**src/rtl/motor_act_pkg.sv**
```systemverilog
// Shared definitions for the streaming motor-network activation block:
// mode encodings, default fixed-point format and small helpers.
package motor_act_pkg;

   typedef enum logic [1:0] {
      ACT_RELU   = 2'd0,
      ACT_LEAKY  = 2'd1,
      ACT_CLIP   = 2'd2,
      ACT_BYPASS = 2'd3
   } act_mode_e;

   localparam int ACT_W    = 16;
   localparam int ACT_I    = 7;
   localparam int ACT_F    = ACT_W - ACT_I;
   localparam int CLIP_6_0 = 6 << ACT_F;

   // Saturating 16-bit increment used by the clip event counter
   function automatic logic [15:0] sat_inc16(input logic [15:0] v);
      logic [15:0] r;
      if (v == 16'hFFFF) begin
         r = 16'hFFFF;
      end else begin
         r = v + 16'd1;
      end
      return r;
   endfunction

endpackage

```
**src/rtl/motor_act_lane.sv**
```systemverilog
// One channel of the output-stage activation: a purely combinational
// function of the captured value, its sign/compare bits and the beat mode.
module motor_act_lane
   import motor_act_pkg::*;
#(
   parameter int W           = ACT_W,
   parameter int ALPHA_SHIFT = 3,
   parameter int CLIP        = CLIP_6_0
) (
   input  logic [W-1:0] x,
   input  logic         neg,
   input  logic         gt,
   input  logic [1:0]   mode,
   output logic [W-1:0] y,
   output logic         clip
);

   localparam logic [W-1:0] CLIP_V = W'(CLIP);

   logic [W-1:0] w_leaky;

   // Arithmetic shift floors toward -inf, so small negatives stay at -1
   assign w_leaky = $signed(x) >>> ALPHA_SHIFT;

   // Mode-selected activation for this channel
   always_comb begin
      y    = '0;
      clip = 1'b0;
      case (act_mode_e'(mode))
         ACT_RELU: begin
            if (neg) begin
               y = '0;
            end else begin
               y = x;
            end
         end
         ACT_LEAKY: begin
            if (neg) begin
               y = w_leaky;
            end else begin
               y = x;
            end
         end
         ACT_CLIP: begin
            if (neg) begin
               y = '0;
            end else if (gt) begin
               y    = CLIP_V;
               clip = 1'b1;
            end else begin
               y = x;
            end
         end
         ACT_BYPASS: begin
            y = x;
         end
         default: begin
            y    = '0;
            clip = 1'b0;
         end
      endcase
   end

endmodule

```
**src/rtl/motor_act_stream.sv**
```systemverilog
// Two-stage valid/ready activation pipeline for N fixed-point channels per beat.
// S1 captures data, mode and compare bits; S2 holds the activated result.
module motor_act_stream
   import motor_act_pkg::*;
#(
   parameter int W           = ACT_W,
   parameter int I           = ACT_I,
   parameter int N           = 4,
   parameter int ALPHA_SHIFT = 3,
   parameter int CLIP        = 6 << (W - I)
) (
   input  logic           ap_clk,
   input  logic           ap_rst_n,
   input  logic [1:0]     mode,
   input  logic           in_valid,
   output logic           in_ready,
   input  logic [N*W-1:0] in_data,
   output logic           out_valid,
   input  logic           out_ready,
   output logic [N*W-1:0] out_data,
   output logic [N-1:0]   out_clip,
   output logic [15:0]    clip_beats
);

   localparam logic signed [W-1:0] CLIP_S = W'(CLIP);

   logic           r_v1;
   logic           r_v2;
   logic [N*W-1:0] r_s1_x;
   logic [N-1:0]   r_s1_neg;
   logic [N-1:0]   r_s1_gt;
   logic [1:0]     r_s1_mode;
   logic [N*W-1:0] r_out_data;
   logic [N-1:0]   r_out_clip;
   logic [15:0]    r_clip_beats;

   logic           w_adv2;
   logic           w_accept;
   logic [N-1:0]   w_in_neg;
   logic [N-1:0]   w_in_gt;
   logic [N*W-1:0] w_y;
   logic [N-1:0]   w_clip;

   // in_ready is combinational from out_ready so a full pipe still streams
   assign w_adv2   = ~r_v2 | out_ready;
   assign in_ready = ~r_v1 | w_adv2;
   assign w_accept = in_valid & in_ready;

   for (genvar k = 0; k < N; k++) begin : g_ch
      assign w_in_neg[k] = in_data[k*W + W - 1];
      assign w_in_gt[k]  = $signed(in_data[k*W +: W]) > CLIP_S;

      motor_act_lane #(
         .W           (W),
         .ALPHA_SHIFT (ALPHA_SHIFT),
         .CLIP        (CLIP)
      ) u_lane (
         .x    (r_s1_x[k*W +: W]),
         .neg  (r_s1_neg[k]),
         .gt   (r_s1_gt[k]),
         .mode (r_s1_mode),
         .y    (w_y[k*W +: W]),
         .clip (w_clip[k])
      );
   end

   // Stage 1: capture the accepted beat together with its mode
   always_ff @(posedge ap_clk or negedge ap_rst_n) begin
      if (!ap_rst_n) begin
         r_v1      <= 1'b0;
         r_s1_x    <= '0;
         r_s1_neg  <= '0;
         r_s1_gt   <= '0;
         r_s1_mode <= 2'd0;
      end else begin
         r_v1 <= w_accept | (r_v1 & ~w_adv2);
         if (w_accept) begin
            r_s1_x    <= in_data;
            r_s1_neg  <= w_in_neg;
            r_s1_gt   <= w_in_gt;
            r_s1_mode <= mode;
         end
      end
   end

   // Stage 2: activated output, held while downstream stalls
   always_ff @(posedge ap_clk or negedge ap_rst_n) begin
      if (!ap_rst_n) begin
         r_v2       <= 1'b0;
         r_out_data <= '0;
         r_out_clip <= '0;
      end else begin
         if (w_adv2) begin
            r_v2       <= r_v1;
            r_out_data <= w_y;
            r_out_clip <= w_clip & {N{r_v1}};
         end
      end
   end

   // Count delivered beats that carried at least one clipped channel
   always_ff @(posedge ap_clk or negedge ap_rst_n) begin
      if (!ap_rst_n) begin
         r_clip_beats <= 16'd0;
      end else begin
         if (r_v2 & out_ready & (|r_out_clip)) begin
            r_clip_beats <= sat_inc16(r_clip_beats);
         end
      end
   end

   assign out_valid  = r_v2;
   assign out_data   = r_out_data;
   assign out_clip   = r_out_clip;
   assign clip_beats = r_clip_beats;

endmodule

```
**config.mk**
```make
export PLATFORM = sky130hd
export DESIGN_NAME = motor_act_stream
export DESIGN_NICKNAME = d
export VERILOG_FILES = /design/src/rtl/motor_act_pkg.sv /design/src/rtl/motor_act_lane.sv /design/src/rtl/motor_act_stream.sv
export SDC_FILE = /design/constraint.sdc
export NUM_CORES = 1
export LEC_CHECK = 0
export ABC_AREA = 1
export CORE_MARGIN = 1
export CORE_UTILIZATION = 58
export CTS_BUF_LIST = sky130_fd_sc_hd__clkbuf_8
export CTS_CLUSTER_DIAMETER = 30
export CTS_CLUSTER_SIZE = 24
export DETAILED_ROUTE_END_ITERATION = 8
export GPL_TIMING_DRIVEN = 0
export HOLD_SLACK_MARGIN = 0.1
export PLACE_DENSITY = 0.89
export SLEW_MARGIN = 30
export SYNTH_ARGS = -nofsm -noshare
export SYNTH_HDL_FRONTEND = slang
export SYNTH_SLANG_ARGS = --single-unit
```
**constraint.sdc**
```tcl
create_clock -name ap_clk -period 2.5 [get_ports ap_clk]
set_input_delay 0.5 -clock ap_clk [delete_from_list [all_inputs] [get_ports ap_clk]]
set_output_delay 0.5 -clock ap_clk [all_outputs]
set_load 0.01 [all_outputs]
```
; Word-level counts from Yosys, hierarchy flattened
; Cells that the tools add are included.
[word_totals]
rom_bits = 0
latch_bits = 0
input_bits = 70
elab_cells = 64
ram_bits = 0
out_inout_bits = 86
reg_bits = 160
mem_count = 0
[op_classes]
magnitude_cmp = 4
n_shift = 0
n_reduce_logical = 2
div_mod_pow = 0
n_mux = 33
multipliers = 0
bitwise_logic = 11
n_eq_ne = 4
add_sub_neg = 1
[op_table]
columns = cell, count
row1 = one-hot mux 16 bit (4 select lines), 4
row2 = two-way mux 16 bit, 13
row3 = greater-than comparator 16 x 13 -> 1 bit (second input constant), 4
row4 = two-way mux 15 bit, 4
row5 = adder 16 x 1 -> 16 bit (second input constant), 1
row6 = == test 16 bit (second input constant), 1
row7 = two-way mux 1 bit, 12
row8 = AND 1 bit, 4
row9 = AND 4 bit, 1
row10 = == test 2 bit (second input constant), 2
row11 = OR reduction 4 bit, 1
row12 = inverter 1 bit, 3
row13 = bitwise OR 1 bit, 3
row14 = == test 2 x 1 -> 1 bit (second input constant), 1
row15 = logical NOT 2 bit, 1

; Longest topological paths before layout
[logic_depth]
ltp_word = 5
depth_mapped = 9
ltp_nobuf = 9

; Cells and area by module
; From an unflattened synthesis, not the netlist that was laid out.
[hier_totals]
hier_cells = 1082
area_unflattened_um2 = 7988.9
[modules_own_cells]
columns = module, area_per_inst_um2, instances, cells_each, seq_area_each_um2
row1 = motor_act_stream, 6582.6, 1, 774, 3903.7
row2 = motor_act_lane, 351.6, 4, 77, 0.0

; Worst setup path before layout
; Ideal clock, no wire load.
[synth_path]
kind = flip-flop to flip-flop
from = register r_clip_beats[0], in the netlist clip_beats[0]
to = register r_clip_beats[12], in the netlist clip_beats[12]
slack_ns = 1.089
setup_ns = 0.120
path_buffers = 0
arrival_time_ns = 1.291
stages_incl_launch_ff = 9
synth_period_minus_slack_ns = 1.411
t_required_ns = 2.380
cell_sequence = dfrtp_1 -> ha_1 -> inv_1 -> nor2_1 -> nand2_1 -> nor2_4 -> nand2_1 -> o21ai_0 -> inv_1
[synth_between]
elab_chain_len = 2
elab_cells_between_ends = 3
classes_between = 1 x add/sub / 1 x eq/ne / 1 x mux
[synth_rtl]
columns = item, line_no
row1 = start: declaration, motor_act_stream.sv:35  ; logic [15:0] r_clip_beats;
row2 = start signal: assignment, motor_act_stream.sv:107  ; r_clip_beats <= sat_inc16(r_clip_beats);
row3 = adder 16 x 1 -> 16 bit / == test 16 bit (equally long branches), "motor_act_pkg.sv:23, motor_act_pkg.sv:20"
row4 = two-way mux 16 bit *, motor_act_pkg.sv:20  ; if (v == 16'hFFFF) begin
; Mark *: on every way between the ends. The rest lies on a longest branch, timed or not.
; A chain may end at the register's enable or synchronous reset.

; Final worst setup path
[layout_path]
from = input port out_ready
to = output port in_ready
[layout_between]
elab_chain_len = 2
[layout_rtl]
columns = item, line_no
row1 = start: declaration, motor_act_stream.sv:19  ; input logic out_ready,
row2 = bitwise OR 1 bit, motor_act_stream.sv:45  ; assign w_adv2 = ~r_v2 | out_ready;
row3 = bitwise OR 1 bit, motor_act_stream.sv:46  ; assign in_ready = ~r_v1 | w_adv2;
row4 = end: declaration, motor_act_stream.sv:16  ; output logic in_ready,
; Every way passes these cells.

==> results.yml <==
timing:
  post-route-min-period_ns: 2.34
  rsz0062_at_grt: "false"
  slew_headroom_pct: 59.9
  hold_viol_final: 0
  setup_violations: 0
  worst_pin_slew_ns: 0.601
  fmax_mhz: 428
  finalMaxSlewViolations: 0
  skew_ns: 0.0116
  period_share_pct: 93.5
setup_path:
  r2r_end: "out_data[9]$_DFFE_PN0P_"
  required_ns: 2.00
  critPathCaptureType: "output pin"
  criticalPathCategory: "primary input to output pin"
  critPathMaxFanout: 7
  arrival_ns: 1.84
  cp-startpoint: "out_ready"
  cp_slowest_cell: "clkdlybuf4s50_1"
  reg2reg_depth: 7
  path_cells: "clkdlybuf4s50_1 -> nor2_4 -> nand2_2 -> clkdlybuf4s50_1"
  cp-start-kind: "primary input"
  slowest_delay_ns: 0.49
  path_common_cell: "clkdlybuf4s50_1"
  r2r-start: "out_valid$_DFFE_PN0P_"
  ff2ff_setup_slack_ns: 0.66
yosys:
  synth_largest_area_cell: "dfrtp_1"
  syn_area_per_cell_um2: 7.62
  synth_cell_type_count: 31
  synth-seq-area-share_pct: 51.0
  synth_top_area_share_pct: 51.0
  syn_area_um2: 7650
  synth_top_family_by_area: "simple AND/OR/NAND/NOR gates"
  ys_seq_elements: 156
  synth.area.mux_share_pct: 0
  yosysWarnings: 0
  synth_edf_count: 0
  synth-simple-area-share_pct: 26.2
  synth_fa_ha_area_share_pct: 0.164
  synth_cells: 1004
  synth_nets: 1075
  ys.flop_type: "dfrtp_1"
  async_flop_share_pct: 100
  synth-compound-area-share_pct: 13.1
  synth-xor-area-share_pct: 0.458
  synth.area.top_cells: "dfrtp_1, nand2_1, o21ai_0"
  yosysMostFrequentCell: "nand2_1"
  synthTopCellsByCount: "nand2_1, dfrtp_1, nor2_1, inv_1, o21ai_0"
clock_network:
  clock_latency_ns: 0.45
  h-tree-depth: 4
  clk_pin_slew_worst_paths_ns: 0.07
  tritoncts: "done"
  holdBufCountCts: 1
  clk_path_buf_depth: 2
  cts_sinks: 156
  post_cts_resized: 0
  cts_setup_buffers: 0
  cts-root-buf: "clkbuf_8"
  cts_made_buffers: 17
final_layout:
  instances_no_fill: 1364
  drive_gt1_share_pct: 5.79
  area_delta_synth_final_pct: 28.1
  antenna_cells: 0
  fill_cells: 972
  final_nets: 1252
  multiInputGateArea_um2: 3060
  final-seq-area_um2: 3900
pwr:
  power_switching_share_pct: 33.4
  clockPowerShare_pct: 22.4
  seqPwrFrac_pct: 46.8
  powerDensity_nw_per_um2: 716
  leakage_nw: 4.78
  p_total_w: 0.00702
  switchingPower_w: 0.00235
  peakVddDrop_v: 0.000388
  combPwrFrac_pct: 30.8
  p_int_w: 0.00467
grt:
  grt_max_degree: 67
  grt.total_usage_pct: 33.1
  grt_pass1_wl_um: 34100
  grt_pass1_vias: 7167
  overflow: 0
  antenna_found_initial: 0
route:
  drc: 0
  first_pass_iters: 7
  routed-via-count: 7551
  routed_wl_um: 21300
  ant_nets: 0
  post_drt_wl_per_cell_um: 15.6
  via_per_inst: 5.54
  drt_iter0_drc: 882
placement:
  place_hpwl_um: 15900
  portBuffers: 155
  dp_cells: 1333
  place_congestion: 0.905
min_path:
  hold_path_class: "flip-flop to flip-flop"
  min-delay-start: "r_s1_x[35]$_DFFE_PN0P_"
  holdPathStages: 2
  whs_endpoint: "r_s1_x[35]$_DFFE_PN0P_"
floorplan:
  die_x_um: 117
  rows: 41
  dieArea_um2: 13700
  core_area_um2: 12700
  chipHeight_um: 117
  io_pins: 156
  start_util_pct: 60.1
run:
  max-cap-violations: 0
outcome:
  status: "complete, no violations"
-- critical path, delay by kind of cell --
family / cells / cell delay, ns
AND/OR/NAND/NOR: 2 / 0.38
buffers and inverters: 2 / 0.96
-- sequential cells by signal (all words and copies together) (netlist names) --
signal      flops
out_valid       1
clip_beats     16
r_s1_x         64
r_v1            1
out_clip        4
r_s1_mode       2
out_data       64
r_s1_gt         4
-- final cells by class --
class | count | share of cell area [%]
well taps | 172 | 2.20
clock inverters | 10 | 0.408
repair buffers | 158 | 16.5
plain buffers | 41 | 2.20
clock buffers | 20 | 2.81
flip-flops and latches | 156 | 39.8
inverters | 126 | 4.82
multi-input cells | 681 | 31.2
-- worst max path at each step --
stage	to	slack, ns
after global routing	in_ready	0.12
after CTS	in_ready	0.17
after floorplan	clip_beats[12]$_DFFE_PN0P_	1.09
after detailed placement	out_data[16]$_DFFE_PN0P_	0.17
after global placement	r_s1_x[39]$_DFFE_PN0P_	-5.23
final	in_ready	0.16
-- cells by family (layout without fill, tap and decap cells) --
family	after synthesis	after routing
DFF	156	156
adders and majority gates	1	1
buffers and inverters	167	355
AOI/OAI and AO/OA	187	187
xor gates and xnor gates	4	4
and+or+nand+nor	489	489
-- per-layer routing --
metal  track usage (%)  vias up  routed length, µm
li1                  -     3555                  -
met1              41.2     3539               8220
met2              55.8      387              10400
met3              6.28       70               1870
met4              16.2        0                742
met5                 0        -                  0
-- power groups by stage --
stage          Combinational [W]  Sequential, W  Clock [W]
6_report                 0.00216        0.00329    0.00158
4_1_cts                  0.00215        0.00327    0.00158
5_1_grt                  0.00238        0.00333    0.00170
3_3_place_gp             0.00206        0.00331          0
2_1_floorplan           0.000931        0.00339          0
3_5_place_dp             0.00214        0.00332          0
-- metrics by stage --
step | setup slack, ns | setup TNS, ns | instance area, µm² | util [%] | hold slack (ns)
floorplan | 1.09 | 0 | 7650 | - | 0.204
global placement | -5.23 | -814.39 | 9420 | 74.0 | 0.465
detailed placement | 0.165 | 0 | 9480 | 74.5 | 0.403
CTS | 0.172 | 0 | 9800 | 77.1 | 0.491
global route | 0.120 | 0 | 9800 | 77.1 | 0.511
finish | 0.163 | 0 | 9800 | 77.1 | 0.488
-- placed cells by master (no fill, tap or decap), types with 3 or more instances in the layout --
master,synthesis,routed
dfrtp_1,156,156
nand3_1,47,47
a31oi_1,3,3
inv_2,5,5
nand4_1,13,13
a21oi_1,18,18
nor2_4,3,3
clkdlybuf4s50_1,0,154
o22ai_1,26,26
buf_4,4,4
nand2_2,5,5
o31ai_1,3,3
nand2_1,257,257
o211ai_1,3,3
clkbuf_8,0,20
buf_6,3,3
nand3b_1,9,9
nor2_1,149,149
o21ai_0,118,118
nor3_1,3,3
inv_1,121,129
clkbuf_1,12,12
o21ai_1,11,11
buf_1,3,3
xnor2_1,4,4
buf_2,18,18
(Power assumes the default switching activity.)
